File: src/rtl/block_serializer_pkg.sv
// Shared definitions for the block serializer: state encoding and the
// block-length clamp helper.
package block_serializer_pkg;

    localparam logic [0:0] IDLE_CODE = 1'b0;
    localparam logic [0:0] SEND_CODE = 1'b1;

    typedef enum logic [0:0] {
        ST_IDLE = IDLE_CODE,
        ST_SEND = SEND_CODE
    } state_e;

    function automatic int unsigned clamp_len(input int unsigned len, input int unsigned max_len);
        if (len > max_len) begin
            return max_len;
        end else begin
            return len;
        end
    endfunction

endpackage

File: src/rtl/block_serializer_mux_gen.sv
// Word selector: picks word ctrl out of a packed block; an out-of-range
// select (possible when N is not a power of two) yields all zeros.
module mux_gen #(
    parameter int N             = 8,
    parameter int BUS_DATA_SIZE = 32,
    parameter int LOG2N         = $clog2(N)
) (
    input  logic [N*BUS_DATA_SIZE-1:0] blk,
    input  logic [LOG2N-1:0]           ctrl,
    output logic [BUS_DATA_SIZE-1:0]   word
);

    // AND-OR select across all words
    always_comb begin
        word = '0;
        for (int i = 0; i < N; i++) begin
            word = word | (blk[i*BUS_DATA_SIZE +: BUS_DATA_SIZE] & {BUS_DATA_SIZE{ctrl == LOG2N'(i)}});
        end
    end

endmodule

File: src/rtl/block_serializer.sv
// Registers a block of N words and streams words 0..len-1 on a valid/ready
// bus; a new block can be taken during the final beat for back-to-back output.
module block_serializer
    import block_serializer_pkg::*;
#(
    parameter int N             = 8,
    parameter int BUS_DATA_SIZE = 32,
    parameter int LOG2N         = $clog2(N),
    parameter int LENW          = $clog2(N + 1)
) (
    input  logic                       clk,
    input  logic                       rst,
    input  logic [N*BUS_DATA_SIZE-1:0] blk_in,
    input  logic [LENW-1:0]            blk_len,
    input  logic                       blk_valid,
    output logic                       blk_ready,
    output logic [BUS_DATA_SIZE-1:0]   data_out,
    output logic                       data_valid,
    input  logic                       data_ready,
    output logic                       data_last,
    output logic                       busy
);

    state_e                     state_r, state_nx_s;
    logic [LOG2N-1:0]           idx_r, idx_nx_s;
    logic [LENW-1:0]            len_r, len_nx_s, len_cl_s;
    logic [N*BUS_DATA_SIZE-1:0] blk_r, blk_nx_s;
    logic                       send_s, last_s, beat_s, accept_s;

    assign send_s     = (state_r == ST_SEND);
    assign last_s     = send_s && (LENW'(idx_r) == (len_r - LENW'(1)));
    assign beat_s     = send_s && data_ready;
    // Ready in IDLE, or during the final beat so the next block follows with no bubble
    assign blk_ready  = !send_s || (beat_s && last_s);
    assign accept_s   = blk_valid && blk_ready;
    assign len_cl_s   = LENW'(clamp_len(32'(blk_len), 32'(N)));

    assign data_valid = send_s;
    assign data_last  = last_s;
    assign busy       = send_s;

    mux_gen #(
        .N             (N),
        .BUS_DATA_SIZE (BUS_DATA_SIZE),
        .LOG2N         (LOG2N)
    ) u_mux (
        .blk  (blk_r),
        .ctrl (idx_r),
        .word (data_out)
    );

    // State and datapath registers
    always_ff @(posedge clk or posedge rst) begin
        if (rst) begin
            state_r <= ST_IDLE;
            idx_r   <= '0;
            len_r   <= '0;
            blk_r   <= '0;
        end else begin
            state_r <= state_nx_s;
            idx_r   <= idx_nx_s;
            len_r   <= len_nx_s;
            blk_r   <= blk_nx_s;
        end
    end

    // Next-state logic: load on accept, advance on non-final beats
    always_comb begin
        state_nx_s = state_r;
        idx_nx_s   = idx_r;
        len_nx_s   = len_r;
        blk_nx_s   = blk_r;
        case (state_r)
            ST_IDLE: begin
                if (accept_s) begin
                    blk_nx_s   = blk_in;
                    len_nx_s   = len_cl_s;
                    idx_nx_s   = '0;
                    state_nx_s = (len_cl_s != LENW'(0)) ? ST_SEND : ST_IDLE;
                end else begin
                    state_nx_s = ST_IDLE;
                end
            end
            ST_SEND: begin
                if (accept_s) begin
                    blk_nx_s   = blk_in;
                    len_nx_s   = len_cl_s;
                    idx_nx_s   = '0;
                    state_nx_s = (len_cl_s != LENW'(0)) ? ST_SEND : ST_IDLE;
                end else if (beat_s && last_s) begin
                    idx_nx_s   = '0;
                    state_nx_s = ST_IDLE;
                end else if (beat_s) begin
                    idx_nx_s   = idx_r + LOG2N'(1);
                end else begin
                    idx_nx_s   = idx_r;
                end
            end
            default: begin
                idx_nx_s   = '0;
                state_nx_s = ST_IDLE;
            end
        endcase
    end

endmodule

File: config.mk
export PLATFORM = sky130hd
export DESIGN_NAME = block_serializer
export DESIGN_NICKNAME = d
export VERILOG_FILES = /design/src/rtl/block_serializer_pkg.sv /design/src/rtl/block_serializer_mux_gen.sv /design/src/rtl/block_serializer.sv
export SDC_FILE = /design/constraint.sdc
export NUM_CORES = 1
export LEC_CHECK = 0
export ABC_CLOCK_PERIOD_IN_PS = 26800
export BUFFER_PORTS_ARGS = -buffer_cell sky130_fd_sc_hd__buf_2
export CAP_MARGIN = 20
export CORE_ASPECT_RATIO = 0.6
export CORE_MARGIN = 5
export CORE_UTILIZATION = 60
export CTS_BUF_LIST = sky130_fd_sc_hd__clkbuf_4 sky130_fd_sc_hd__clkbuf_8
export DETAILED_ROUTE_END_ITERATION = 8
export PLACE_DENSITY_LB_ADDON = 0.3
export SYNTH_ARGS = -nofsm -noshare
export SYNTH_HDL_FRONTEND = slang
export SYNTH_SLANG_ARGS = --single-unit
File: constraint.sdc
create_clock -name clk -period 26.8 [get_ports clk]
set_input_delay 5.36 -clock clk [delete_from_list [all_inputs] [get_ports clk]]
set_output_delay 5.36 -clock clk [all_outputs]
set_load 0.02 [all_outputs]
==> results_dict.tcl <==
set metrics [dict create \
    critPathSlowestCell "nor4b_1" \
    clockBufferDepth 3 \
    synth_common_cells "264 x dfrtp_1, 220 x mux2_1, 121 x mux2_2" \
    crit_path_frequent_cell "buf_2" \
    crit_arrival_ns 6.08 \
    status "completed" \
    antenna_found_initial 16 \
    ant_nets 0 \
    grt_usage_pct 24.8 \
    path_class "input pin to output pin" \
    num_io_pins 300 \
    placed_cell_area_um2 13600 \
    fin_tns_setup_ns 0 \
    grt_pass1_wl_mm 46.4 \
    clockRootBuffer "clkbuf_8" \
    rsz0062_at_grt "no" \
    cp-end-kind "output pin" \
    synth_nets 1085 \
    ys_async_sr_fraction_pct 100 \
    fmax_ghz 0.0874 \
    dieArea_um2 23300 \
    fp.dieH_um 120 \
    synth_area_leaders "dfrtp_1 54%, mux2_1 20%, mux2_2 11%" \
    area_growth_syn_to_layout_pct 19.0 \
    synth_top_area_cell "dfrtp_1" \
    via_per_inst 5.64 \
    hold_violations 0 \
    first_global_vias 8496 \
    synth_ff_type "dfrtp_1" \
    path_clk_slew_ns 0.06 \
    drc 0 \
    syn_area_per_cell_um2 15.0 \
    hpwl_mm 19.6 \
    ctsResizeCount 0 \
    numCtsBuffers 39 \
    yosysUniqueCellTypes 34 \
    grt_overflow 0 \
    portBuffers 299 \
    grt_max_degree 170 \
    core_um2 20000 \
    ir_drop_mv 0.0736 \
    slew-limit-headroom_pct 31.8 \
    drt-total-wl_mm 29.7 \
    die_w_um 194 \
    h-tree-depth 2 \
    gp_congestion 0.784 \
    numPlacedInstances 1334 \
    synth_top_area_share_pct 54.3 \
    synth_most_common_cell "dfrtp_1" \
    ys_seq_area_share_pct 54.3 \
    max_slew.worst_pin.slew_ns 1.02 \
    cts_setup_buffers 0 \
    grt_use_met2_pct 38.4 \
    finalNonFillerCells 1414 \
    final_core_util_pct 72.6 \
    setup_viol 0 \
    fin_crit_ns 11.44 \
    hold_path.class "flip-flop to flip-flop" \
    grt-busiest-layer "met2" \
    cpPeakStageDelay_ns 0.29 \
    drv_slew 0 \
    drv_cap 0 \
    p_per_area_nw_per_um2 118 \
    drive_gt1_share_pct 45.7 \
    synthesis.instances 814 \
    finalCritPeriodShare_pct 42.7 \
    grtUsageMet3_pct 8.86 \
    avgRoutedWirePerCell_um 21.0 \
    p_leak_nw 7.05 \
    path_cells "buf_2 > nor4b_1 > nand2b_1 > buf_2" \
    initialDrtViolationCount 507 \
    yosysWarnings 0 \
    start_util_pct 61.0 \
    dr.pass1.iters 5 \
    ys_seq_elements 264 \
    cts.sinks 264 \
    crit_path_max_fanout 5 \
    design_area_um2 14500 \
    nets 1375 \
    num_rows 40 \
    met1_usage_pct 33.9 \
    holdBufCountCts 0 \
    vias 7979 \
    syn-cell-area_um2 12200 \
    crit_path_start_kind "input pin" \
    synth_edf_count 0 \
    cts_tree "built" \
    clk_latency_ns 0.52 \
    required_ns 21.44 \
    skew_ns 0.0172 \
]
-- per-stage QoR --
step                      power, mW  hold WS, ns  worst slack (ns)
after floorplan                1.19        0.452             14.17
after global placement         1.34        0.462             15.41
after detailed placement       1.37        0.471             15.38
after CTS                      1.72        0.487             15.37
after global routing           1.82        0.491             15.29
final                          1.71        0.482             15.36
-- state kept, by name, indices dropped and copies added (netlist names) --
register / flops
blk_r: 256
busy: 1
idx_r: 3
len_r: 4
-- power breakdown --
| group | total [mW] | internal, mW | switching (mW) |
|---|---|---|---|
| clock | 0.345 | 0.192 | 0.153 |
| combinational | 0.681 | 0.337 | 0.344 |
| sequential | 0.686 | 0.587 | 0.0993 |
-- area by class of cell --
| type | count | area (um2) |
|---|---|---|
| Inverter | 7 | 33.8 |
| Clock inverter | 8 | 40.0 |
| Timing Repair Buffer | 306 | 1600 |
| Antenna cell | 7 | 17.5 |
| Multi-Input combinational cell | 486 | 5040 |
| Sequential cell | 264 | 6610 |
| Clock buffer | 63 | 811 |
| Fill cell | 1378 | 5480 |
| Tap cell | 273 | 342 |
-- kinds of logic (layout without fill, tap and decap cells) --
logic type	after synthesis	after routing	synth area share, %
mux	351	351	32.8
buf+inv	64	384	4.47
xor+xnor	4	4	0.411
flops	264	264	54.3
fa+ha+maj	7	7	0.719
simple gates	46	46	1.82
other cells	0	7	0
compound gates	78	78	5.55
-- placed cells by master (no fill, tap or decap), types with 7 or more instances in the layout --
cell	instances
buf_2	299
dfrtp_1	263
mux2_1	220
mux2_2	121
clkbuf_8	54
nand2_1	34
a222oi_1	32
a22oi_1	31
mux2_4	10
clkbuf_4	9
clkinv_2	8
diode_2	7
-- worst paths after layout --
path	slack, ns	endpoint	cells past startpoint	from
worst max-delay path	15.36	blk_ready	4	data_ready
worst min-delay path	0.48	blk_r[64]$_DFFE_PP0P_	1	blk_r[64]$_DFFE_PP0P_
worst max register to register	22.59	blk_r[35]$_DFFE_PP0P_	6	idx_r[2]$_DFFE_PP0P_
worst min register to register	0.48	blk_r[64]$_DFFE_PP0P_	1	blk_r[64]$_DFFE_PP0P_
max in group asynchronous	20.03	blk_r[109]$_DFFE_PP0P_	5	rst
min in group asynchronous	5.01	blk_r[4]$_DFFE_PP0P_	2	rst
-- routing by layer --
metal | share of wire, % | routed length, um | vias up
met5 | 0.52 | 154 | -
met4 | 2.0 | 584 | 26
met3 | 8.6 | 2560 | 67
met2 | 45 | 13400 | 282
met1 | 44 | 13000 | 3983
li1 | - | - | 3621
-- worst max-delay path: cells and delay by family --
kind,cells,cell delay (ns)
AND/OR/NAND/NOR,2,0.44
buffers and inverters,2,0.28
No activity file was read; power rests on OpenSTA's default activity.
